File: config.mk
export PLATFORM = sky130hd
export DESIGN_NAME = onehot_demux
export DESIGN_NICKNAME = d
export VERILOG_FILES = /design/src/rtl/onehot_demux.sv
export SDC_FILE = /design/constraint.sdc
export NUM_CORES = 1
export LEC_CHECK = 0
export CORE_ASPECT_RATIO = 1.4
export CORE_UTILIZATION = 41
export DETAILED_ROUTE_END_ITERATION = 7
export GPL_TIMING_DRIVEN = 0
export PLACE_DENSITY = 0.8
export SLEW_MARGIN = 30
export SYNTH_ARGS = -nofsm -noshare
export SYNTH_HDL_FRONTEND = slang
export SYNTH_SLANG_ARGS = --single-unit
File: constraint.sdc
create_clock -name clk -period 1.5 [get_ports clk]
set_clock_uncertainty 0.1 [all_clocks]
set_input_delay 0.3 -clock clk [delete_from_list [all_inputs] [get_ports clk]]
set_output_delay 0.3 -clock clk [all_outputs]
set_load 0.05 [all_outputs]
File: src/rtl/onehot_demux.sv
// One-hot demux: routes each {select, word} to one output channel through a 2-entry elastic FIFO.
// Latency 1 cycle when empty; upstream sees backpressure only when FULL. ONEHOT_DEMUX_BROADCAST_EN enables multi-hot fan-out.
module onehot_demux #(
  parameter int CHANNELS = 2,
  parameter int WIDTH    = 8
) (
  input  logic                      clk,
  input  logic                      rst,
  input  logic                      i_valid,
  output logic                      i_ready,
  input  logic [CHANNELS-1:0]       i_onehot,
  input  logic [WIDTH-1:0]          i_data,
  output logic [CHANNELS-1:0]       o_valid,
  input  logic [CHANNELS-1:0]       o_ready,
  output logic [CHANNELS*WIDTH-1:0] o_data,
  output logic                      o_err
);

  typedef enum logic [1:0] {
    EMPTY = 2'd0,
    ONE   = 2'd1,
    FULL  = 2'd2
  } occ_t;

  occ_t                occ_q, occ_d;
  logic                wr_ptr_q, wr_ptr_d;
  logic                rd_ptr_q, rd_ptr_d;
  logic                err_q, err_d;
  logic [CHANNELS-1:0] sel_q  [2];
  logic [CHANNELS-1:0] sel_d  [2];
  logic [WIDTH-1:0]    data_q [2];
  logic [WIDTH-1:0]    data_d [2];

  logic                sel_legal;
  logic                accept;
  logic                push;
  logic                pop;
  logic                has_head;
  logic [CHANNELS-1:0] head_sel;
  logic [WIDTH-1:0]    head_data;

  assign head_sel  = sel_q[rd_ptr_q];
  assign head_data = data_q[rd_ptr_q];
  assign has_head  = !rst && (occ_q != EMPTY);

  // Ready comes from registered occupancy only, so no path from o_ready.
  assign i_ready = !rst && (occ_q != FULL);
  assign accept  = i_valid && i_ready;
  assign push    = accept && sel_legal;
  assign o_err   = err_q && !rst;

`ifdef ONEHOT_DEMUX_BROADCAST_EN
  logic [CHANNELS-1:0] done_q, done_d;
  logic [CHANNELS-1:0] fire;

  assign sel_legal = |i_onehot;
  assign o_valid   = has_head ? (head_sel & ~done_q) : '0;
  assign fire      = o_valid & o_ready;
  assign pop       = has_head && ((done_q | fire) == head_sel);

  always_comb begin
    done_d = done_q | fire;
    if (pop) begin
      done_d = '0;
    end
  end

  always_ff @(posedge clk) begin
    if (rst) begin
      done_q <= '0;
    end else begin
      done_q <= done_d;
    end
  end
`else
  assign sel_legal = $onehot(i_onehot);
  assign o_valid   = has_head ? head_sel : '0;
  assign pop       = |(o_valid & o_ready);
`endif

  always_comb begin
    o_data = '0;
    for (int k = 0; k < CHANNELS; k++) begin
      o_data[k*WIDTH +: WIDTH] = head_data & {WIDTH{o_valid[k]}};
    end
  end

  // Occupancy FSM; a pop is impossible in EMPTY since new words surface a cycle later.
  always_comb begin
    occ_d = occ_q;
    case (occ_q)
      EMPTY: begin
        if (push) begin
          occ_d = ONE;
        end
      end
      ONE: begin
        if (push && !pop) begin
          occ_d = FULL;
        end else if (pop && !push) begin
          occ_d = EMPTY;
        end
      end
      FULL: begin
        if (pop) begin
          occ_d = ONE;
        end
      end
      default: occ_d = EMPTY;
    endcase
  end

  always_comb begin
    wr_ptr_d = wr_ptr_q ^ push;
    rd_ptr_d = rd_ptr_q ^ pop;
    err_d    = accept && !sel_legal;
    sel_d    = sel_q;
    data_d   = data_q;
    if (push) begin
      sel_d[wr_ptr_q]  = i_onehot;
      data_d[wr_ptr_q] = i_data;
    end
  end

  always_ff @(posedge clk) begin
    if (rst) begin
      occ_q    <= EMPTY;
      wr_ptr_q <= 1'b0;
      rd_ptr_q <= 1'b0;
      err_q    <= 1'b0;
      for (int i = 0; i < 2; i++) begin
        sel_q[i]  <= '0;
        data_q[i] <= '0;
      end
    end else begin
      occ_q    <= occ_d;
      wr_ptr_q <= wr_ptr_d;
      rd_ptr_q <= rd_ptr_d;
      err_q    <= err_d;
      sel_q    <= sel_d;
      data_q   <= data_d;
    end
  end

endmodule

==> metrics <==
clk_lat worst skew 0.34 ns; RSZ-0062 raised after global routing true; hold crit path type input pin to flop; post-synthesis mux area share 25.2%; Synth Area in Compound Gates 3.36%; Die Wd 47.5 µm; worst slew pin tran 0.516 ns; fin crit share 132%; Synth Cell Area 1190 µm²; syn_area_per_cell 9.22 µm²; DR vias/cell 5.25; fraction of layout cells with a size suffix above 1 49.2%; largest family of logic cells by synthesized area multiplexers; crit-path max cell delay 0.42 ns; PwrDens 586 nW/µm²; r2r setup slk -0.23 ns; max-cap viol count 0; most frequent cells in the layout nor2_1, dfxtp_1, nor2_4, mux2i_1, buf_4; XOR/XNOR share of the synthesized area 0.736%; Filler Cell Count 179; DRC errors left 0; Worst setup SP type flop; Final HPWL DP 2.13 mm; Storage cell area 509 µm²; Vias 1119; register area share after synthesis 42.1%; vias in the first global route 1211; commonest non-fill, non-tap cell in the layout nor2_1; clk slew on worst S/H paths 0.14 ns; CTS H-tree depth 1; Reg2Reg Capture Point data_q[6]; Multi-input gate area 973 µm²; r2r worst-path depth 6; final worst slack -0.475 ns; final net count 195; I/O pin cnt 35; Arrival @ worst endpoint 1.57 ns; adder-cell share of the synthesized area 2.10%; critical-path maximum fanout 5; grt ovf 0; antenna diode count 0; largest net degree at the start of global routing 15; Max Freq 0.506 GHz; Synth cell types 26; first-pass GRT wire length 5.78 mm; Die ar. 3120 µm²; hold path start i_onehot[1]; Synth Area in Simple Gates 22.6%; critical register-to-register path startpoint occ_q[1]; Min Clock Period, post-route 1.97 ns; Final GP Congestion 0.749; Yosys reg bits 25; dpl ws -1.13 ns; worst-path cell chain mux2i_2 -> nand2b_4 -> clkbuf_16 -> clkinvlp_4 -> buf_6; FP Rows 22; slowest stage cell, crit path dfxtp_4; Detailed Route WL 3.73 mm; initial antenna violation count 0; Synthesis Warnings 0; Max-slew headroom 65.6%; CTS sink cnt 25; Slew Limit Fails 0; LEAKAGE 0.733 nW; Root Buffer clkbuf_4; Crit path buffers/inverters 3; CTS Buffer Depth 2; status finished, violations left; Die Ht 65.7 µm; area delta synth->final 80.1%; Worst setup EP type output port; core area 2700 µm²; first-pass iteration count of the detailed router 4; peak supply drop 0.804 mV; final setup fails 39; delay-heaviest family, CP flip-flops; I/O Buffers 34; Starting Density 44.1%; post-DR wirelength/cell 17.5 µm; Worst Hold Path EP sel_q[3]; failing checks negative setup slack; ANT nets after route 0; Num CTS Buffers 3; Post-Syn Instances 129; Crit Path Category flop to output port; DRT iter0 DRCs 33; Syn Nets 146; worst path required time 1.10 ns; Min Hold Slack 0.384 ns; hold path cells 3; TritonCTS clock tree done; gr usage total 27.2%; final hold viol count 0
-- cells in the mapped netlist, drive strengths merged --
master | instances | area (µm²)
xor2 | 1 | 8.76
nor3 | 1 | 5.00
buf | 6 | 27.5
nor2 | 40 | 150
mux2i | 30 | 300
nand2 | 1 | 3.75
a211o | 1 | 8.76
a21boi | 1 | 7.51
nor3b | 1 | 7.51
and4bb | 2 | 25.0
a21oi | 1 | 5.00
and3b | 1 | 8.76
clkbuf | 2 | 7.51
inv | 3 | 11.3
ha | 2 | 25.0
and2 | 2 | 12.5
o21ba | 1 | 10.0
nor2b | 2 | 20.0
nand2b | 2 | 12.5
nor4b | 1 | 8.76
nand3b | 2 | 15.0
dfxtp | 25 | 500
a2bb2oi | 1 | 8.76
-- worst register-to-register path, delay by kind of cell (launching register included) --
family | cells | cell delay [ns]
multiplexers | 1 | 0.23
buffers and inverters | 1 | 0.13
flip-flops | 1 | 0.37
AND/OR/NAND/NOR | 3 | 0.59
adder cells (fa/ha/maj) | 1 | 0.18
-- layer usage --
layer / global-route usage, % / vias to the layer above / routed length [µm] / share of wire [%]
met5: 0 / - / 0 / 0
li1: - / 532 / - / -
met3: 2.47 / 11 / 69 / 1.9
met4: 11.5 / 0 / 119 / 3.2
met1: 27.2 / 539 / 1420 / 38
met2: 52.4 / 37 / 2120 / 57
-- cells by family (layout without fill, tap and decap cells) --
logic type / count (synthesis) / count (layout)
compound gates: 5 / 5
xor+xnor: 1 / 1
fa+ha+maj: 2 / 2
buf+inv: 11 / 59
flops: 25 / 25
mux: 30 / 30
simple gates: 55 / 55
-- per-stage QoR --
step                      instance area [µm²]  utilization [%]  power (mW)  TNS [ns]  instances
after floorplan                          1420                -       0.828    -0.248        129
after detailed placement                 1800             66.8       0.901    -36.74        199
after CTS                                2080             76.9        1.24    -10.85        213
after global placement                   1800             66.8       0.892    -35.49        199
after global routing                     2140             79.5        1.31    -14.30        213
final                                    2140             79.5        1.26    -11.84        213
-- how the worst max path moves through the flow --
| stage | start | endpoint | slack (ns) | cells past startpoint |
|---|---|---|---|---|
| floorplan | occ_q[1] | data_q[0] | -0.02 | 6 |
| global placement | rst | o_data[12] | -1.08 | 6 |
| detailed placement | rst | o_data[0] | -1.13 | 6 |
| CTS | rd_ptr_q | o_data[15] | -0.46 | 4 |
| global route | rd_ptr_q | o_valid[0] | -0.57 | 5 |
| finish | rd_ptr_q | o_valid[0] | -0.47 | 5 |
-- power by group --
part | switching, mW | leakage, nW | internal, mW
clock network | 0.208 | 0.0177 | 0.100
logic | 0.114 | 0.510 | 0.128
registers | 0.0236 | 0.205 | 0.683
total | 0.346 | 0.733 | 0.911
-- flip-flops by register name, summed over array words and instances, names as in the netlist --
signal / cells
occ_q: 2
rd_ptr_q: 1
wr_ptr_q: 1
sel_q: 4
data_q: 16
err_q: 1
-- layout make-up --
class | count | area share (%)
buffer | 7 | 4.61
clock buffer | 3 | 1.05
clock inverter | 1 | 0.234
inverter | 3 | 0.876
multi-input combinational | 93 | 45.4
sequential | 25 | 23.8
tap | 36 | 2.10
timing repair buffer | 45 | 21.9
-- timing repair --
action	CTS	global route
gates cloned	4	0
resized for setup	159	21
hold buffers	0	0
setup buffers	6	2
pin swaps	3	8
endpoints found under the setup margin	42	40
Note: power is estimated with default switching activity, not from simulation.
